===== src/rtl/appmul_pkg.sv =====
// rtl/appmul_pkg.sv - shared defaults and mode encoding for the approximate multiplier
package appmul_pkg;
    localparam int         W_DEF       = 8;
    localparam logic [3:0] MASK_DEF    = 4'b1000;
    localparam int         ACC_W_DEF   = 32;
    localparam logic       MODE_EXACT  = 1'b0;
    localparam logic       MODE_APPROX = 1'b1;
endpackage


===== src/rtl/appmul_pp.sv =====
// rtl/appmul_pp.sv - four partial products of the half-split signed multiply
module appmul_pp
    import appmul_pkg::*;
#(
    parameter int             W    = W_DEF,
    parameter logic [W/2-1:0] MASK = (W/2)'(MASK_DEF)
) (
    input  logic [W-1:0]    a,
    input  logic [W-1:0]    b,
    input  logic            mode,
    output logic signed [W:0] pp_hh,
    output logic signed [W:0] pp_hl,
    output logic signed [W:0] pp_lh,
    output logic signed [W:0] pp_ll
);
    localparam int H = W / 2;

    logic [H-1:0]      al, bl;
    logic signed [W:0] ahx, bhx, alx, blx;

    // High halves are signed, low halves unsigned; one extra bit keeps every product exact.
    always_comb begin
        al    = (mode == MODE_APPROX) ? (a[H-1:0] & MASK) : a[H-1:0];
        bl    = (mode == MODE_APPROX) ? (b[H-1:0] & MASK) : b[H-1:0];
        ahx   = {{(H + 1){a[W-1]}}, a[W-1:H]};
        bhx   = {{(H + 1){b[W-1]}}, b[W-1:H]};
        alx   = {{(H + 1){1'b0}}, al};
        blx   = {{(H + 1){1'b0}}, bl};
        pp_hh = ahx * bhx;
        pp_hl = ahx * blx;
        pp_lh = alx * bhx;
        pp_ll = alx * blx;
    end
endmodule


===== src/rtl/appmul_pipe.sv =====
// rtl/appmul_pipe.sv - three-stage exact/approximate multiplier with error statistics
module appmul_pipe
    import appmul_pkg::*;
#(
    parameter int             W     = W_DEF,
    parameter logic [W/2-1:0] MASK  = (W/2)'(MASK_DEF),
    parameter int             ACC_W = ACC_W_DEF
) (
    input  logic             clk,
    input  logic             rst,
    input  logic             in_valid,
    output logic             in_ready,
    input  logic [W-1:0]     a,
    input  logic [W-1:0]     b,
    input  logic             mode,
    output logic             out_valid,
    input  logic             out_ready,
    output logic [2*W-1:0]   result,
    output logic [2*W-1:0]   actual,
    output logic [2*W-1:0]   diff,
    input  logic             stats_clr,
    output logic [ACC_W-1:0] err_sum,
    output logic [2*W-1:0]   err_max,
    output logic [15:0]      sample_cnt
);
    localparam int H = W / 2;

    logic                  adv, fire;
    logic signed [W:0]     ex_hh, ex_hl, ex_lh, ex_ll;
    logic signed [W:0]     sl_hh, sl_hl, sl_lh, sl_ll;
    logic [3:0][W:0]       s1_ex, s1_sl;
    logic                  s1_v, s2_v;
    logic signed [2*W-1:0] s2_res, s2_act;
    logic [ACC_W:0]        sum_ext;

    function automatic logic signed [2*W-1:0] combine(input logic [3:0][W:0] pp);
        logic signed [2*W-1:0] hh, hl, lh, ll;
        hh = $signed({{(W - 1){pp[3][W]}}, pp[3]});
        hl = $signed({{(W - 1){pp[2][W]}}, pp[2]});
        lh = $signed({{(W - 1){pp[1][W]}}, pp[1]});
        ll = $signed({{(W - 1){pp[0][W]}}, pp[0]});
        return (hh <<< W) + ((hl + lh) <<< H) + ll;
    endfunction

    assign adv      = !out_valid || out_ready;
    assign in_ready = adv;
    assign fire     = out_valid && out_ready;

    appmul_pp #(.W(W), .MASK(MASK)) u_pp_exact (
        .a(a), .b(b), .mode(MODE_EXACT),
        .pp_hh(ex_hh), .pp_hl(ex_hl), .pp_lh(ex_lh), .pp_ll(ex_ll)
    );

    appmul_pp #(.W(W), .MASK(MASK)) u_pp_sel (
        .a(a), .b(b), .mode(mode),
        .pp_hh(sl_hh), .pp_hl(sl_hl), .pp_lh(sl_lh), .pp_ll(sl_ll)
    );

    // Mode is folded into the selected partial products at S1, so in-flight items keep it.
    always_ff @(posedge clk or posedge rst) begin
        if (rst) begin
            s1_v      <= 1'b0;
            s1_ex     <= '0;
            s1_sl     <= '0;
            s2_v      <= 1'b0;
            s2_res    <= '0;
            s2_act    <= '0;
            out_valid <= 1'b0;
            result    <= '0;
            actual    <= '0;
            diff      <= '0;
        end else if (adv) begin
            s1_v      <= in_valid;
            s1_ex     <= {ex_hh, ex_hl, ex_lh, ex_ll};
            s1_sl     <= {sl_hh, sl_hl, sl_lh, sl_ll};
            s2_v      <= s1_v;
            s2_act    <= combine(s1_ex);
            s2_res    <= combine(s1_sl);
            out_valid <= s2_v;
            result    <= s2_res;
            actual    <= s2_act;
            diff      <= (s2_res >= s2_act) ? s2_res - s2_act : s2_act - s2_res;
        end
    end

    assign sum_ext = {1'b0, err_sum} + (ACC_W + 1)'(diff);

    always_ff @(posedge clk or posedge rst) begin
        if (rst) begin
            err_sum    <= '0;
            err_max    <= '0;
            sample_cnt <= '0;
        end else if (stats_clr) begin
            err_sum    <= fire ? ACC_W'(diff) : '0;
            err_max    <= fire ? diff : '0;
            sample_cnt <= fire ? 16'd1 : 16'd0;
        end else if (fire) begin
            if (sample_cnt != '1) begin
                sample_cnt <= sample_cnt + 16'd1;
            end
            err_sum <= sum_ext[ACC_W] ? '1 : sum_ext[ACC_W-1:0];
            if (diff > err_max) begin
                err_max <= diff;
            end
        end
    end
endmodule


===== config.mk =====
export PLATFORM = sky130hd
export DESIGN_NAME = appmul_pipe
export DESIGN_NICKNAME = d
export VERILOG_FILES = /design/src/rtl/appmul_pkg.sv /design/src/rtl/appmul_pp.sv /design/src/rtl/appmul_pipe.sv
export SDC_FILE = /design/constraint.sdc
export NUM_CORES = 1
export LEC_CHECK = 0
export BUFFER_PORTS_ARGS = -buffer_cell sky130_fd_sc_hd__buf_4
export CAP_MARGIN = 10
export CORE_ASPECT_RATIO = 0.7
export CORE_MARGIN = 2
export CORE_UTILIZATION = 65
export CTS_BUF_LIST = sky130_fd_sc_hd__clkbuf_8
export DETAILED_ROUTE_END_ITERATION = 8
export HOLD_SLACK_MARGIN = 0.02
export PLACE_DENSITY = 0.85
export SYNTH_ARGS = -nofsm -noshare
export SYNTH_HDL_FRONTEND = slang
export SYNTH_HIERARCHICAL = 1
export SYNTH_SLANG_ARGS = --single-unit

===== constraint.sdc =====
create_clock -name clk -period 11.45 [get_ports clk]
set_clock_uncertainty 0.05 [all_clocks]
set_input_delay 0.5725 -clock clk [delete_from_list [all_inputs] [get_ports clk]]
set_output_delay 0.5725 -clock clk [all_outputs]
set_load 0.05 [all_outputs]

==> reports/summary.txt <==
Outcome - finished, final reports clean
HPWL after DPL - 30,100 um
Die area - 27,700 um^2
Hold_buf cts - 0
Final Cell Area - 19,200 um^2
# IOs - 136
CTS root buf - clkbuf_8
Final setup margin - 7.15 ns
PwrDens - 303 nW/um^2
Actual slew at the worst max-slew pin - 1.25 ns
VDD IR max - 0.000162 V
Vias per cell - 5.71
Routability cong. - 0.947
WL final - 40,100 um
Sink Count - 217
Pre-CTS setup slack - 7.24 ns
Drc violations - 0
Share of power burned in registers - 22.8%
Max_slew headroom - 16.5%
Commonest non-fill, non-tap cell in the layout - nand2_1
Net Sw Frac - 49.8%
Initial antenna violation count - 0
Per-cell routed wire length - 16.3 um
LEAKAGE - 9.95 nW
Crit Path Category - reg2reg
DR pass1 iterations - 5
Clk buf depth - 3
Total clock buffers created by CTS - 37
Post-DP Area - 18,400 um^2
Gr usage total - 29.4%
Type of the tightest min-delay check - in2async
Core footprint - 25,800 um^2
Most frequent cells in the layout - 371 x nand2_1, 226 x ha_1, 217 x dfrtp_1
Initial Util - 66.4%
Logic pwr share - 64.8%
Ant. Diodes - 0
Syn Area/Cell - 8.74 um^2
Row cnt - 49
Max H-tree Level - 2
Via count of the routed design - 14,085
Congestion Overflow GR - 0
Filler instances - 1,885
Crit path DAT - 4.63 ns
Clock power frac - 12.4%
Die Ht - 140 um
WP data required - 11.78 ns
Switching power - 2.90 mW
Share of cells above drive strength 1 - 10.0%
# setup viols final - 0
Clock Latency Late Sink - 0.55 ns
Minimum clock period after layout - 4.30 ns
Worst-path maximum fanout - 4
WHS - 0.0989 ns
Setup crit start kind - flop
Mapped cell area - 17,100 um^2
F_max - 232 MHz
Post_cts resized - 0
Post-CTS Repair Setup Buffers - 0
Syn. warnings - 6
Global-route wire length before repair - 65,900 um
CTS tree - yes
CTS clk-pin slew, worst paths - 0.07 ns
Nets - 2,397
Top flop regs - s1_ex (35), s1_sl (35), err_sum (32)
Largest net degree at the start of global routing - 99
Vias in the first global route - 13,317
Post-route ant nets - 0
Tcrit/Tclk final - 37.6%
Drt initial violations - 1,021
Unrepaired setup endpoints after global routing - false
CP endpoint kind - flop
P_int - 2.92 mW
Die width - 198 um
Area grow syn2layout - 12.1%
Max Cap Viol - 0
Final Hold Fails - 0
Total Power - 5.82 mW
Port buffer count - 135
Fin Setup TNS - 0 ns
Post-synthesis instance total - 1,961
Slew Limit Fails - 0
-- final cells by class --
type                    instances  area, um^2  area share, %
multi-input cells            1497       10800           56.1
flip-flops and latches        217        5430           28.3
repair buffers                144        1080           5.63
inverters                     185         704           3.67
clock buffers                  48         661           3.44
well taps                     357         447           2.33
clock inverters                18         110          0.573
-- worst paths after layout --
| kind | start | endpoint | slack, ns | depth (start not counted) |
|---|---|---|---|---|
| setup / recovery | s1_ex[9] | s2_act[15] | 7.15 | 17 |
| hold / removal | rst | result[11] | 0.1 | 2 |
| setup reg to reg | s1_ex[9] | s2_act[15] | 7.15 | 17 |
| hold reg to reg | s1_sl[3] | s2_res[3] | 0.41 | 2 |
| max in group asynchronous | rst | s1_ex[2] | 9.99 | 3 |
| min in group clk | in_valid | s1_v | 0.17 | 3 |
-- power by group through the flow --
stage               logic (mW)  clock network (mW)  registers [mW]
floorplan                 2.43                   0            1.69
global placement          3.62                   0            1.32
detailed placement        3.72                   0            1.33
CTS                       3.75               0.734            1.32
global route              4.17               0.766            1.35
finish                    3.78               0.722            1.32
-- metal layers --
layer | global-route usage, % | routed length, um
met2 | 44.7 | 17600
met5 | 0 | 0
met4 | 7.99 | 801
met1 | 43.9 | 18900
met3 | 4.22 | 2800
-- per-stage QoR --
step	cells	utilization (%)
final	2466	74.4
after global routing	2466	74.4
after CTS	2465	74.4
after detailed placement	2399	71.4
after global placement	2399	71.4
after floorplan	1963	-
-- worst max-delay path: stages (launching register included) --
cell and delay, ns:
dfrtp_1 0.39, ha_1 0.23, fa_1 0.42, a21o_1 0.18
a21oi_1 0.20, o21bai_1 0.09, a21oi_1 0.23, o21bai_1 0.09
a21oi_1 0.19, xnor2_1 0.16, fa_1 0.45, ha_1 0.26
o41ai_1 0.51, o21bai_1 0.12, a21oi_1 0.19, xnor2_1 0.15
xnor2_1 0.14, a21oi_1 0.08
No activity file was read; power rests on OpenSTA's default activity.
